**src/rtl/wimpfi_pkg.sv**
```systemverilog
// Shared WimpFi MAC types and constants: controller state encoding, LFSR taps,
// default channel timing and the random-draw helpers.
package wimpfi_pkg;

    typedef enum logic [2:0] {
        IDLE      = 3'd0,
        DIFS      = 3'd1,
        BACKOFF   = 3'd2,
        SEND      = 3'd3,
        WAIT_XMIT = 3'd4,
        WAIT_ACK  = 3'd5
    } csma_state_t;

    // Galois form of x^16 + x^14 + x^13 + x^11 + 1 (right-shifting)
    localparam logic [15:0] LFSR_TAPS = 16'hB400;

    localparam int DEF_CLK_FREQ         = 100_000_000;
    localparam int DEF_BIT_RATE         = 50_000;
    localparam int DEF_DIFS_BITS        = 80;
    localparam int DEF_SLOT_BITS        = 8;
    localparam int DEF_ACK_TIMEOUT_BITS = 256;
    localparam int DEF_MAX_RETRY        = 5;
    localparam int DEF_CW_MIN_EXP       = 2;
    localparam int DEF_CW_MAX_EXP       = 7;

    function automatic logic [15:0] lfsr_step(input logic [15:0] s);
        return {1'b0, s[15:1]} ^ (s[0] ? LFSR_TAPS : 16'h0000);
    endfunction

    function automatic logic [7:0] draw_slots(input logic [7:0] rnd,
                                               input logic [7:0] mac,
                                               input logic [2:0] cw_exp);
        logic [8:0] span;
        span = (9'd1 << cw_exp) - 9'd1;
        return (rnd ^ mac) & span[7:0];
    endfunction

endpackage

```
**src/rtl/bit_tick_gen.sv**
```systemverilog
// Free-running divider producing a one-clock tick every DIV clocks; shared by
// the transmit-side controller and the receiver.
module bit_tick_gen #(
    parameter int DIV = 2000
) (
    input  logic clk,
    input  logic rst_n,
    output logic tick
);
    localparam int            CW   = (DIV > 1) ? $clog2(DIV) : 1;
    localparam logic [CW-1:0] LAST = CW'(DIV - 1);
    localparam logic [CW-1:0] ONE  = CW'(1);

    logic [CW-1:0] cnt_d, cnt_q;
    logic          tick_d, tick_q;

    // Wrap the counter and flag the wrap cycle.
    always_comb begin
        if (cnt_q == LAST) begin
            cnt_d  = '0;
            tick_d = 1'b1;
        end else begin
            cnt_d  = cnt_q + ONE;
            tick_d = 1'b0;
        end
    end

    // Counter and tick registers.
    always_ff @(posedge clk or negedge rst_n) begin
        if (!rst_n) begin
            cnt_q  <= '0;
            tick_q <= 1'b0;
        end else begin
            cnt_q  <= cnt_d;
            tick_q <= tick_d;
        end
    end

    assign tick = tick_q;

endmodule

```
**src/rtl/csma_backoff_ctl.sv**
```systemverilog
// CSMA/CA access controller: DIFS deferral, random slot backoff, ACK timeout and
// binary-exponential retry in front of the WimpFi transmitter.
module csma_backoff_ctl
    import wimpfi_pkg::*;
#(
    parameter int          CLK_FREQ         = DEF_CLK_FREQ,
    parameter int          BIT_RATE         = DEF_BIT_RATE,
    parameter int          DIFS_BITS        = DEF_DIFS_BITS,
    parameter int          SLOT_BITS        = DEF_SLOT_BITS,
    parameter int          ACK_TIMEOUT_BITS = DEF_ACK_TIMEOUT_BITS,
    parameter int          MAX_RETRY        = DEF_MAX_RETRY,
    parameter int          CW_MIN_EXP       = DEF_CW_MIN_EXP,
    parameter int          CW_MAX_EXP       = DEF_CW_MAX_EXP,
    parameter logic [15:0] SEED             = 16'hACE1
) (
    input  logic       clk,
    input  logic       rst,
    input  logic       frame_rdy,
    input  logic       ack_required,
    input  logic [7:0] mac,
    input  logic       cardet,
    input  logic       xbusy,
    input  logic       ack_received,
    output logic       xmit_go,
    output logic       ack_rcv_clr,
    output logic       backoff,
    output logic       busy,
    output logic       done,
    output logic       fail,
    output logic [3:0] retry_cnt
);
    localparam int            DW        = $clog2(DIFS_BITS + 1);
    localparam int            SW        = $clog2(SLOT_BITS + 1);
    localparam int            AW        = $clog2(ACK_TIMEOUT_BITS + 1);
    localparam logic [DW-1:0] DIFS_LAST = DW'(DIFS_BITS);
    localparam logic [DW-1:0] DIFS_ONE  = DW'(1);
    localparam logic [SW-1:0] SLOT_LAST = SW'(SLOT_BITS);
    localparam logic [SW-1:0] SLOT_ONE  = SW'(1);
    localparam logic [AW-1:0] ACK_LAST  = AW'(ACK_TIMEOUT_BITS);
    localparam logic [AW-1:0] ACK_ONE   = AW'(1);
    localparam logic [2:0]    CW_MIN    = 3'(CW_MIN_EXP);
    localparam logic [2:0]    CW_MAX    = 3'(CW_MAX_EXP);
    localparam logic [3:0]    RETRY_MAX = 4'(MAX_RETRY);

    csma_state_t   state_d, state_q;
    logic [DW-1:0] difs_cnt_d, difs_cnt_q;
    logic [SW-1:0] slot_cnt_d, slot_cnt_q;
    logic [AW-1:0] ack_tmr_d, ack_tmr_q;
    logic [7:0]    slots_d, slots_q;
    logic [2:0]    cw_exp_d, cw_exp_q;
    logic [3:0]    retry_d, retry_q;
    logic [15:0]   lfsr_d, lfsr_q;
    logic          ack_req_d, ack_req_q, seen_d, seen_q;
    logic          xmit_go_d, xmit_go_q, ack_rcv_clr_d, ack_rcv_clr_q;
    logic          backoff_d, backoff_q, busy_d, busy_q;
    logic          done_d, done_q, fail_d, fail_q;

    logic          tick_s;
    logic [DW-1:0] difs_inc_s;
    logic [SW-1:0] slot_inc_s;
    logic [AW-1:0] ack_inc_s;
    logic [2:0]    cw_next_s;

    bit_tick_gen #(.DIV(CLK_FREQ / BIT_RATE)) u_tick (
        .clk   (clk),
        .rst_n (rst),
        .tick  (tick_s)
    );

    assign difs_inc_s = difs_cnt_q + DIFS_ONE;
    assign slot_inc_s = slot_cnt_q + SLOT_ONE;
    assign ack_inc_s  = ack_tmr_q + ACK_ONE;
    assign cw_next_s  = (cw_exp_q >= CW_MAX) ? CW_MAX : cw_exp_q + 3'd1;

    // Next-state and datapath updates; outputs are derived from the next state.
    always_comb begin
        state_d       = state_q;
        difs_cnt_d    = difs_cnt_q;
        slot_cnt_d    = slot_cnt_q;
        ack_tmr_d     = ack_tmr_q;
        slots_d       = slots_q;
        cw_exp_d      = cw_exp_q;
        retry_d       = retry_q;
        ack_req_d     = ack_req_q;
        seen_d        = seen_q;
        lfsr_d        = lfsr_step(lfsr_q);
        ack_rcv_clr_d = 1'b0;
        done_d        = 1'b0;
        fail_d        = 1'b0;

        case (state_q)
            IDLE: begin
                if (frame_rdy) begin
                    ack_req_d  = ack_required;
                    retry_d    = 4'd0;
                    cw_exp_d   = CW_MIN;
                    slots_d    = draw_slots(lfsr_q[7:0], mac, CW_MIN);
                    difs_cnt_d = '0;
                    slot_cnt_d = '0;
                    state_d    = DIFS;
                end else begin
                    state_d = IDLE;
                end
            end
            DIFS: begin
                if (cardet) begin
                    difs_cnt_d = '0;
                end else if (tick_s) begin
                    if (difs_inc_s == DIFS_LAST) begin
                        difs_cnt_d = '0;
                        state_d    = (slots_q == 8'd0) ? SEND : BACKOFF;
                    end else begin
                        difs_cnt_d = difs_inc_s;
                    end
                end else begin
                    difs_cnt_d = difs_cnt_q;
                end
            end
            BACKOFF: begin
                // Carrier freezes the remaining slot count and re-defers.
                if (cardet) begin
                    slot_cnt_d = '0;
                    difs_cnt_d = '0;
                    state_d    = DIFS;
                end else if (tick_s) begin
                    if (slot_inc_s == SLOT_LAST) begin
                        slot_cnt_d = '0;
                        slots_d    = slots_q - 8'd1;
                        state_d    = (slots_q == 8'd1) ? SEND : BACKOFF;
                    end else begin
                        slot_cnt_d = slot_inc_s;
                    end
                end else begin
                    slot_cnt_d = slot_cnt_q;
                end
            end
            SEND: begin
                seen_d  = 1'b0;
                state_d = WAIT_XMIT;
            end
            WAIT_XMIT: begin
                if (xbusy) begin
                    seen_d = 1'b1;
                end else if (seen_q) begin
                    if (ack_req_q) begin
                        ack_tmr_d = '0;
                        state_d   = WAIT_ACK;
                    end else begin
                        done_d  = 1'b1;
                        state_d = IDLE;
                    end
                end else begin
                    seen_d = 1'b0;
                end
            end
            WAIT_ACK: begin
                if (ack_received) begin
                    ack_rcv_clr_d = 1'b1;
                    done_d        = 1'b1;
                    state_d       = IDLE;
                end else if (tick_s) begin
                    if (ack_inc_s == ACK_LAST) begin
                        ack_tmr_d = '0;
                        if (retry_q >= RETRY_MAX) begin
                            fail_d  = 1'b1;
                            state_d = IDLE;
                        end else begin
                            retry_d    = retry_q + 4'd1;
                            cw_exp_d   = cw_next_s;
                            slots_d    = draw_slots(lfsr_q[7:0], mac, cw_next_s);
                            difs_cnt_d = '0;
                            slot_cnt_d = '0;
                            state_d    = DIFS;
                        end
                    end else begin
                        ack_tmr_d = ack_inc_s;
                    end
                end else begin
                    ack_tmr_d = ack_tmr_q;
                end
            end
            default: begin
                state_d = IDLE;
            end
        endcase

        xmit_go_d = (state_d == SEND);
        backoff_d = (state_d == DIFS) || (state_d == BACKOFF);
        busy_d    = (state_d != IDLE);
    end

    // State, datapath and registered output flops.
    always_ff @(posedge clk or negedge rst) begin
        if (!rst) begin
            state_q       <= IDLE;
            difs_cnt_q    <= '0;
            slot_cnt_q    <= '0;
            ack_tmr_q     <= '0;
            slots_q       <= 8'd0;
            cw_exp_q      <= CW_MIN;
            retry_q       <= 4'd0;
            ack_req_q     <= 1'b0;
            seen_q        <= 1'b0;
            lfsr_q        <= SEED;
            xmit_go_q     <= 1'b0;
            ack_rcv_clr_q <= 1'b0;
            backoff_q     <= 1'b0;
            busy_q        <= 1'b0;
            done_q        <= 1'b0;
            fail_q        <= 1'b0;
        end else begin
            state_q       <= state_d;
            difs_cnt_q    <= difs_cnt_d;
            slot_cnt_q    <= slot_cnt_d;
            ack_tmr_q     <= ack_tmr_d;
            slots_q       <= slots_d;
            cw_exp_q      <= cw_exp_d;
            retry_q       <= retry_d;
            ack_req_q     <= ack_req_d;
            seen_q        <= seen_d;
            lfsr_q        <= lfsr_d;
            xmit_go_q     <= xmit_go_d;
            ack_rcv_clr_q <= ack_rcv_clr_d;
            backoff_q     <= backoff_d;
            busy_q        <= busy_d;
            done_q        <= done_d;
            fail_q        <= fail_d;
        end
    end

    assign xmit_go     = xmit_go_q;
    assign ack_rcv_clr = ack_rcv_clr_q;
    assign backoff     = backoff_q;
    assign busy        = busy_q;
    assign done        = done_q;
    assign fail        = fail_q;
    assign retry_cnt   = retry_q;

endmodule

```
**config.mk**
```make
export PLATFORM = sky130hd
export DESIGN_NAME = csma_backoff_ctl
export DESIGN_NICKNAME = d
export VERILOG_FILES = /design/src/rtl/wimpfi_pkg.sv /design/src/rtl/bit_tick_gen.sv /design/src/rtl/csma_backoff_ctl.sv
export SDC_FILE = /design/constraint.sdc
export NUM_CORES = 1
export LEC_CHECK = 0
export ABC_AREA = 1
export CORE_UTILIZATION = 59
export DETAILED_ROUTE_END_ITERATION = 8
export PLACE_DENSITY = 0.78
export SLEW_MARGIN = 10
export SYNTH_ARGS = -nofsm -noshare
export SYNTH_HDL_FRONTEND = slang
export SYNTH_HIERARCHICAL = 1
export SYNTH_SLANG_ARGS = --single-unit
```
**constraint.sdc**
```tcl
create_clock -name clk -period 2.7 [get_ports clk]
set_input_delay 0.405 -clock clk [delete_from_list [all_inputs] [get_ports clk]]
set_output_delay 0.405 -clock clk [all_outputs]
set_load 0.02 [all_outputs]
```
Yosys cells after proc, flatten, opt, wreduce, memory -nomap -nowiden. Index checks and enable logic that the tools add are counted.

Register bits after elaboration: 74. Input bits: 15. Output and inout port bits: 10. Logic and storage cells: 155.

Add/sub/neg operators: 8. Magnitude comparators: 2. Eq/ne operators: 27. Shift operators: 1. Mux-type cells: 81. Bitwise logic cells: 3. Reduce and logical (&&, ||, !) cells: 15.

Operators by type and width (number): $mux 8 (8); $mux 7 (9); $mux 3 (18); $mux 9 (6); $mux 4 (12); $pmux 7 s4 (1); $pmux 8 s3 (1); $ne 2x2->1 const B (10); $pmux 3 s6 (1); $pmux 9 s2 (1); $mux 1 (17); $mux 16 (1); $sub 8x1->8 const B (2); $xor 15x16->16 (1); $eq 3x2->1 const B (4); $pmux 4 s3 (1); $reduce_and 6->1 (2); $add 11x1->11 const B (1); $eq 11x11->1 const B (1); $mux 11 (1); $add 9x1->9 const B (1); $eq 9x9->1 const B (1); $reduce_and 9->1 (1); $add 4x1->4 const B (2); other kinds (26) (34).

Depth between registers and ports, before layout. Gate-level depths: netlist of run 1.

Depth after elaboration: 10. Gate-level depth with buffers: 14. Gate-level depth less buffers: 13.

Cells and area by module. Netlist of run 1, hierarchy kept.

Modules (own cells, without submodules): csma_backoff_ctl (instances 1, cells an instance 428, area an instance 3454.6 um^2, seq. area each 1562.7 um^2); bit_tick_gen (instances 1, cells an instance 69, area an instance 599.3 um^2, seq. area each 300.3 um^2).

Worst setup path after synthesis of run 1. No wires, ideal clock.

Path kind: flip-flop to flip-flop. Start: register ack_tmr_q[0]. End: register difs_cnt_q[0]. Library setup time: 118 ps. Data arrival time: 1851 ps. Data required time: 2582 ps. Slack: 731 ps. Cell stages (with the launch flop): 12. Path buffers: 1. Period minus slack after synthesis: 1969 ps. Cell sequence: dfrtp_1 > ha_1 > nand3_1 > nor2_1 > nand3_1 > xor2_1 > nand2_2 > o21ai_4 > nand2_2 > buf_6 > nand2_1 > o21ai_2.

Word-level cells in the longest chain between the ends: 4.

RTL lines: start, declared (line csma_backoff_ctl.sv:48) `logic [AW-1:0] ack_tmr_d, ack_tmr_q;`; start signal, assigned (line csma_backoff_ctl.sv:215) `ack_tmr_q <= ack_tmr_d;`; $add 9x1->9 (line csma_backoff_ctl.sv:72) `assign ack_inc_s = ack_tmr_q + ACK_ONE;`; $eq 9x9->1 (line csma_backoff_ctl.sv:162) `if (ack_inc_s == ACK_LAST) begin`; $ne 2x2->1 (no source line); $reduce_and 8->1 (no source line); end signal, assigned (line csma_backoff_ctl.sv:213) `difs_cnt_q <= difs_cnt_d;`; end, declared (line csma_backoff_ctl.sv:46) `logic [DW-1:0] difs_cnt_d, difs_cnt_q;`.

No other way between the ends. A chain may end at the register's enable or synchronous reset.

Worst setup path in the final report of run 1.
Start: register ack_tmr_q[0]. End: register difs_cnt_q[5].

The elaborated chain is that of the path after synthesis.

==> results of run 1 <==
area by class of cell:
cell class	instances	area [um2]
Multi-Input combinational cell	356	1920
Clock buffer	10	128
Tap cell	77	96.3
Clock inverter	6	90.1
Inverter	58	218
Timing Repair Buffer	31	288
Sequential cell	74	1860
Fill cell	522	1890
synth_stat cells (6+ instances only):
cell type  instances
ha_1              13
xor2_1            12
o21ai_2            7
nor2_1            47
a21oi_1           21
dfstp_2            9
nand3_1           40
nand4_1           22
nand2_1          122
nor3_1             6
inv_1             54
dfrtp_1           65
o21ai_0           19
xnor2_1            8
metal layers:
metal / track usage (%) / up-vias
met5: 0 / -
met4: 9.71 / 0
met3: 4.28 / 9
met2: 42.3 / 55
met1: 31.3 / 1577
li1: - / 1695
per-stage QoR:
stage	instances	cell area, um2	util [%]
after global routing	612	4600	70.9
after CTS	612	4600	70.9
after detailed placement	595	4380	67.4
final	612	4600	70.9
after floorplan	497	4050	-
after global placement	595	4380	67.4
how the worst min path moves through the flow:
stage / start / to / slack [ps] / cells after the start
after global routing: lfsr_q[9] / lfsr_q[8] / 360 / 0
final: lfsr_q[8] / lfsr_q[7] / 350 / 0
after detailed placement: rst / lfsr_q[12] / 320 / 1
after floorplan: rst / ack_rcv_clr / 110 / 0
after global placement: rst / lfsr_q[12] / 310 / 1
after CTS: lfsr_q[8] / lfsr_q[7] / 350 / 0
cells by family (layout without fill, tap and decap cells):
kind of cell               count (synthesis)  count (layout)  synth area share [%]
buffers and inverters                     67             105                  6.64
muxes                                      2               2                 0.525
AOI/OAI and AO/OA                         64              64                  9.78
xor gates and xnor gates                  20              20                  4.32
and+or+nand+nor                          257             257                  28.8
DFF                                       74              74                  46.0
adders and majority gates                 13              13                  4.01
what timing repair did:
action,in CTS,in global routing
hold endpoints to repair,7,0
endpoints found under the setup margin,0,0
hold buffers,1,0
cell usage in the layout (no fill, tap or decap), types with 4 or more instances in the layout:
cell             instances
o21ai_2                  7
nand4_1                 22
dfrtp_1                 65
o22ai_1                  5
buf_4                    7
nor2_1                  47
nor2_4                   4
nand3_1                 40
dfstp_2                  9
ha_1                    13
inv_1                   54
clkdlybuf4s50_1         22
clkbuf_8                 9
xnor2_1                  8
nand2_2                  4
nand2_1                122
nor3_1                   6
o21ai_0                 19
nand3_2                  4
a21oi_1                 21
xor2_1                  12
inv_2                    4
power groups by stage:
stage,registers (mW),logic (mW),clock network [mW]
floorplan,1.33,0.570,0
global placement,1.33,0.749,0
detailed placement,1.33,0.776,0
CTS,1.31,0.781,0.958
global route,1.33,0.896,0.998
finish,1.31,0.781,0.936
flip-flops by register name, indices dropped and copies added (netlist names), 3 cells and up:
| signal | count |
|---|---|
| ack_tmr_q | 9 |
| difs_cnt_q | 7 |
| slot_cnt_q | 4 |
| u_tick/cnt_q | 11 |
| slots_q | 8 |
| retry_cnt | 4 |
| state_q | 3 |
| lfsr_q | 16 |
| cw_exp_q | 3 |
critical path, stage by stage, from the launching register on:
cell and delay, ps:
dfrtp_1 440, ha_1 220, nand3_1 130, nor2_1 150
nand3_1 110, xor2_1 310, nand2_2 130, o21ai_4 310
nand2_2 280, nand2_1 150, o21ai_2 60
==> impl_metrics.toml, run 1 <==
[pwr]
leakagePower_nw = 2.22
ir_drop_mv = 0.488
p_total_mw = 3.03
power_density_nw_per_um2 = 658
p_int_mw = 2.04
swShare_pct = 32.7
switchingPower_uw = 991
pwr-share-clk_pct = 30.9
seqPwrFrac_pct = 43.4
power_frac_comb_pct = 25.7

[setup_path]
r2r_start = "ack_tmr_q[0]"
crit_start = "ack_tmr_q[0]"
end_kind = "register"
crit_fanout = 14
crit_type = "reg2reg"
rr_endpoint = "difs_cnt_q[5]"
worst_ep_required_time_ps = 2930
reg2reg_setup_slack_ps = 280
worst-endpoint-arrival_ps = 2650
r2r_cells = 10
crit_path_end = "difs_cnt_q[5]"
crit_path_start_kind = "register"

[floorplan]
initial_core_util_pct = 62.4
die_x_um = 84.9
dieHeight_um = 84.9
die-area_um2 = 7210
num_rows = 29
core_area_um2 = 6490
ios = 25

[routing]
wl_per_cell_um = 12.8
dr_wl_met3_um = 288
wl_met2_um = 3790
ant_nets = 0
dr.pass1.iters = 6
routed_wl_um = 7820
top_layer_used = "met4"
vias = 3336
met1Wirelength_um = 3640
drt_iter0_drc = 172
drcViolationCount = 1
vias_per_cell = 5.45

[timing]
period_minus_slack_ps = 2420
holdWs_ps = 354
fin_crit_sh_pct = 89.6
drv_slew = 0
setup_viol = 0
setup-tns-final_ps = 0
tightest_slew_ps = 448
max_slew_margin_pct = 70.0
finalClockSkew_ps = 7.79
rsz0062_at_grt = "no"
layout_setup_ws_ps = 282
max_clock_freq_ghz = 0.414
hold_violations = 0

[synth]
syn_area_per_cell_um2 = 8.16
ys_top_cells_by_area = "dfrtp_1 40%, nand2_1 11%, dfstp_2 5.8%, inv_1 5.0%, nand3_1 4.9%"
syn_nets = 525
synth_top_area_share_pct = 40.1
synthArstFlopShare_pct = 100
ys_seq_area_share_pct = 46.0
syn-cell-area_um2 = 4050
synth_cells = 497
synth_seq_cells = 74
ys.flop_type = "dfrtp_1"
yosys.cell_types.count = 40
synth_edf_count = 0
ys.warnings.count = 6
synth_top_area_cell = "dfrtp_1"

[grt]
grt_max_degree = 31
gr-total-overflow = 0
grt_antenna_before_repair = 0
grt_pass1_vias = 3284
grt_pass1_wl_um = 14100
grt_usage_pct = 24.6

[run_status]
status = "finished, violations left"
violations = "design-rule violations"

[job]
maxCapViolations = 0

[clock_network]
cts_made_buffers = 9
htreeDepth = 3
cts_resized = 0
cts_root_buf = "clkbuf_8"
cts.path.max_buffers = 2
clk_pin_slew_ps = 80
cts_sinks = 74
clk_latency_ps = 350
cts_tree = "done"
cts_setup_buffers = 0

[place]
post-place-ws_ps = 307
routabilityCongestion = 0.908
place_hpwl_um = 5720
io_buffers = 23

[layout]
diodes = 0
syn2layout_area_growth_pct = 13.6
drive_above_1_share_pct = 11.4
fin_nets = 558

[worst_hold_path]
min_path_type = "reg2reg"
No activity file was read; power rests on OpenSTA's default activity.
==> run 2: changes to the inputs <==
--- a/config.mk
+++ b/config.mk
@@ -6,6 +6,7 @@
 export NUM_CORES = 1
 export LEC_CHECK = 0
 export ABC_AREA = 1
+export CORE_ASPECT_RATIO = 1.25
 export CORE_UTILIZATION = 59
 export DETAILED_ROUTE_END_ITERATION = 8
 export PLACE_DENSITY = 0.78
==> run 2 against run 1 <==
Against the previous run: the run now ends clean; fmax grew 3.6%; cell area fell by 0.16%; worst hold slack got worse by 280 ps; worst setup slack better by 85 ps; power is 1.7% lower; final cell count rose by 1.8%; wire length increased by 6.1%; sequential power barely moved; largest cell class unchanged.
==> impl_metrics.toml, run 2 (synthesis results as in run 1) <==
[run_status]
status = "finished, final reports clean"

[timing]
drv_slew = 0
max_clock_freq_ghz = 0.429
tightest_slew_ps = 535
period_minus_slack_ps = 2330
hold_violations = 0
rsz0062_at_grt = "no"
finalClockSkew_ps = 9.67
setup-tns-final_ps = 0
fin_crit_sh_pct = 86.4
max_slew_margin_pct = 64.3
setup_viol = 0

[layout]
diodes = 0
final_cell_mix = "122 x nand2_1, 65 x dfrtp_1, 54 x inv_1, 47 x nor2_1, 40 x nand3_1"
syn2layout_area_growth_pct = 13.4
drive_above_1_share_pct = 11.8
layout_commonest_cell = "nand2_1"
regMostFlops = "lfsr_q"
largest_registers = "lfsr_q: 16 flops, u_tick/cnt_q: 11 flops, ack_tmr_q: 9 flops"
fin_util_pct = 69.6
largest_register_ffs = 16
fin_nets = 559
design_area_um2 = 4600
final_cell_count_no_fill = 623

[grt]
grt_pass1_wl_um = 14500
grt_antenna_before_repair = 0
grt_usage_pct = 25.8
grt_max_degree = 44
grt_pass1_vias = 3336
gr-total-overflow = 0

[place]
postPlaceCellArea_um2 = 4400
place_hpwl_um = 6020
routabilityCongestion = 0.858
io_buffers = 23
place_inst = 607

[pwr]
power_density_nw_per_um2 = 648
p_total_mw = 2.98
ir_drop_mv = 0.378
leakagePower_nw = 2.22

[clock_network]
cts_resized = 0
clk_pin_slew_ps = 80
htreeDepth = 3
cts_tree = "done"
cts_setup_buffers = 0
cts_root_buf = "clkbuf_8"
cts_made_buffers = 9
cts.path.max_buffers = 2
cts_sinks = 74
clk_latency_ps = 350
postCtsHoldBufs = 0

[setup_path]
path_cells = "ha_1, ha_1, inv_1, nand3_1, nor2_1, nand2_1, ha_1, o21ai_0, nand2_1, o21ai_0, nand4_1, nand2_1"
crit_type = "reg2reg"
crit_fanout = 4
end_kind = "register"
r2r_cells = 12
worst_ep_required_time_ps = 2990
slowest_stage = "dfrtp_1"
critPathMaxStageDelay_ps = 420
worst-endpoint-arrival_ps = 2620
crit_path_start_kind = "register"
reg2reg_setup_slack_ps = 370

[routing]
vias = 3415
dr.pass1.iters = 5
drcViolationCount = 0
drt_iter0_drc = 153
vias_per_cell = 5.48
ant_nets = 0
routed_wl_um = 8290
wl_per_cell_um = 13.3

[floorplan]
core_area_um2 = 6610
dieHeight_um = 94.7
die_x_um = 76.1
initial_core_util_pct = 61.4
ios = 25
die-area_um2 = 7210
num_rows = 33

[job]
maxCapViolations = 0

[worst_hold_path]
min_path_type = "in2async"
[run 2: path summary, 6_finish.rpt]
kind | from | endpoint
min in group clk | lfsr_q[8] | lfsr_q[7]
min reg2reg | lfsr_q[8] | lfsr_q[7]
max | cw_exp_q[0] | slots_q[1]
max in group asynchronous | rst | lfsr_q[10]
min | rst | cw_exp_q[0]
max reg2reg | cw_exp_q[0] | slots_q[1]
[run 2: stage by stage]
step / hold slack (ps) / setup WS (ps)
2_1_floorplan: 109 / 731
6_report: 72.2 / 366
4_1_cts: 71.0 / 398
5_1_grt: 107 / 193
3_3_place_gp: 341 / 470
3_5_place_dp: 339 / 417
[run 2: critical path, delay by kind of cell (launching register included)]
kind / cells / cell delay [ps]
fa+ha+maj: 3 / 750
simple gates: 6 / 710
flops: 1 / 420
compound gates: 2 / 310
buf+inv: 1 / 90
[run 2: power breakdown]
part	internal (mW)	switching, mW
Combinational	0.307	0.501
Sequential	1.21	0.106
Clock	0.429	0.421
Total	1.95	1.03
[run 2: layer usage]
metal  routed length (um)  track usage [%]  part of all wire, %
met5                    0                0                    0
met4                  280             13.5                  3.4
met3                  333             5.12                  4.0
met2                 4210             47.0                   51
met1                 3470             28.9                   42
[run 2: layout make-up]
class,instances,area (um2)
Clock buffer,10,128
Tap cell,87,109
Inverter,58,218
Fill cell,549,2010
Clock inverter,6,65.1
Multi-Input combinational cell,356,1920
Sequential cell,74,1860
Timing Repair Buffer,32,293
==> run 3: changes to the inputs <==
==> constraint.sdc (replaced) <==
create_clock -name clk -period 2.2 [get_ports clk]
set_input_delay 0.33 -clock clk [delete_from_list [all_inputs] [get_ports clk]]
set_output_delay 0.33 -clock clk [all_outputs]
set_load 0.02 [all_outputs]
==> run 3 against run 2 <==
Against the previous run: register-to-register slack lost 310 ps; clock power increased by 21%; sequential cell count did not move; clock skew decreased by 3.3 ps; non-clock buffer count increased by 5; clock-buffer cell count is the same; combinational power grew 29%; first-iteration DRC count increased by 41%; wire length rose by 4.0%.
==> impl_metrics.toml, run 3 (synthesis results as in run 1) <==
[run_status]
status = "finished, final reports clean"

[timing]
tightest_slew_ps = 495
rsz0062_at_grt = "yes"
max_slew_margin_pct = 67.0
period_minus_slack_ps = 2140
max_clock_freq_ghz = 0.467
hold_violations = 0
drv_slew = 0
setup_viol = 0
layout_setup_ws_ps = 60.9
finalClockSkew_ps = 6.35
holdWs_ps = 365
setup-tns-final_ps = 0
fin_crit_sh_pct = 97.2

[routing]
dr.pass1.iters = 4
vias_per_cell = 5.38
drt_iter0_drc = 216
wl_per_cell_um = 13.7
vias = 3387
routed_wl_um = 8620
drcViolationCount = 0
ant_nets = 0

[clock_network]
cts_tree = "done"
cts.path.max_buffers = 2
htreeDepth = 3
cts_root_buf = "clkbuf_8"
clk_latency_ps = 350
clk_pin_slew_ps = 80
cts_made_buffers = 9
cts_sinks = 74

[layout]
num-fill-cells = 549
final_cell_mix = "121 x nand2_1, 65 x dfrtp_1, 54 x inv_1, 45 x nor2_1, 39 x nand3_1"
layout_commonest_cell = "nand2_1"
syn2layout_area_growth_pct = 16.4
regMostFlops = "lfsr_q"
largest_registers = "lfsr_q: 16 flops, u_tick/cnt_q: 11 flops, ack_tmr_q: 9 flops"
largest_register_ffs = 16
diodes = 0
drive_above_1_share_pct = 13.8
multi_input_area_um2 = 1980
final-seq-area_um2 = 1860
final_cell_count_no_fill = 629
fin_util_pct = 71.4
fin_nets = 565

[setup_path]
worst-endpoint-arrival_ps = 2430
end_kind = "register"
crit_path_start_kind = "register"
reg2reg_setup_slack_ps = 60
crit_fanout = 4
crit_type = "reg2reg"
worst_ep_required_time_ps = 2490

[floorplan]
dieHeight_um = 94.7
num_rows = 33
die-area_um2 = 7210
die_x_um = 76.1
initial_core_util_pct = 61.4
core_area_um2 = 6610
ios = 25

[grt]
grt_pass1_wl_um = 14200
grt_max_degree = 53
grt_antenna_before_repair = 0
grt_usage_pct = 25.4
gr-total-overflow = 0
grt_pass1_vias = 3265

[pwr]
ir_drop_mv = 0.540
leakagePower_nw = 2.26
power_density_nw_per_um2 = 781

[place]
place_hpwl_um = 6150
post-place-ws_ps = 20.4
io_buffers = 23
place_inst = 608
routabilityCongestion = 0.901

[worst_hold_path]
min_path_type = "reg2reg"

[job]
maxCapViolations = 0
## run 3: repair_timing
item	4_1_cts	5_1_grt
gates cloned	0	1
pin swaps	0	4
buffers inserted	0	3
resized for setup	1	11
hold buffers	1	0
setup endpoints to repair	1	28
endpoints found under the hold margin	14	0
## run 3: metal layers
metal / vias to the layer above / global-route usage, % / part of all wire, %
met4: 0 / 11.9 / 2.2
li1: 1719 / - / -
met5: - / 0 / 0
met2: 50 / 46.7 / 53
met1: 1603 / 29.0 / 42
met3: 15 / 4.44 / 2.7
## run 3: critical path, cell delays in order, from the launching register on
cell and delay [ps]:
dfrtp_1 410, ha_1 220, ha_1 200, inv_1 90
nand3_1 130, nor2_2 150, nand2_1 120, ha_1 320
o21ai_1 140, nand2_1 60, o21ai_0 70, nand4_1 110
nand2_1 70
## run 3: final cells by class
| type | count | share of cell area (%) |
|---|---|---|
| sequential | 74 | 39.5 |
| timing repair buffer | 37 | 7.66 |
| tap | 87 | 2.31 |
| inverter | 58 | 4.61 |
| clock buffer | 10 | 2.70 |
| clock inverter | 6 | 1.38 |
| multi-input combinational | 357 | 41.9 |
## run 3: per-stage QoR
stage / total power, mW / instance area (um2)
detailed placement: 2.62 / 4420
finish: 3.69 / 4720
global route: 3.93 / 4720
global placement: 2.58 / 4420
CTS: 3.66 / 4630
floorplan: 2.33 / 4050
## run 3: final timing paths
path | endpoint | cells after the start | start
max | slots_q[1] | 12 | cw_exp_q[0]
min | lfsr_q[11] | 0 | lfsr_q[12]
max reg2reg | slots_q[1] | 12 | cw_exp_q[0]
min reg2reg | lfsr_q[11] | 0 | lfsr_q[12]
max in group asynchronous | cw_exp_q[1] | 3 | rst
min in group asynchronous | lfsr_q[2] | 2 | rst
## run 3: power by group
part           switching [mW]  internal, mW  total (mW)
Combinational           0.636         0.402        1.04
Clock                   0.502         0.526        1.03
Sequential              0.131          1.49        1.62
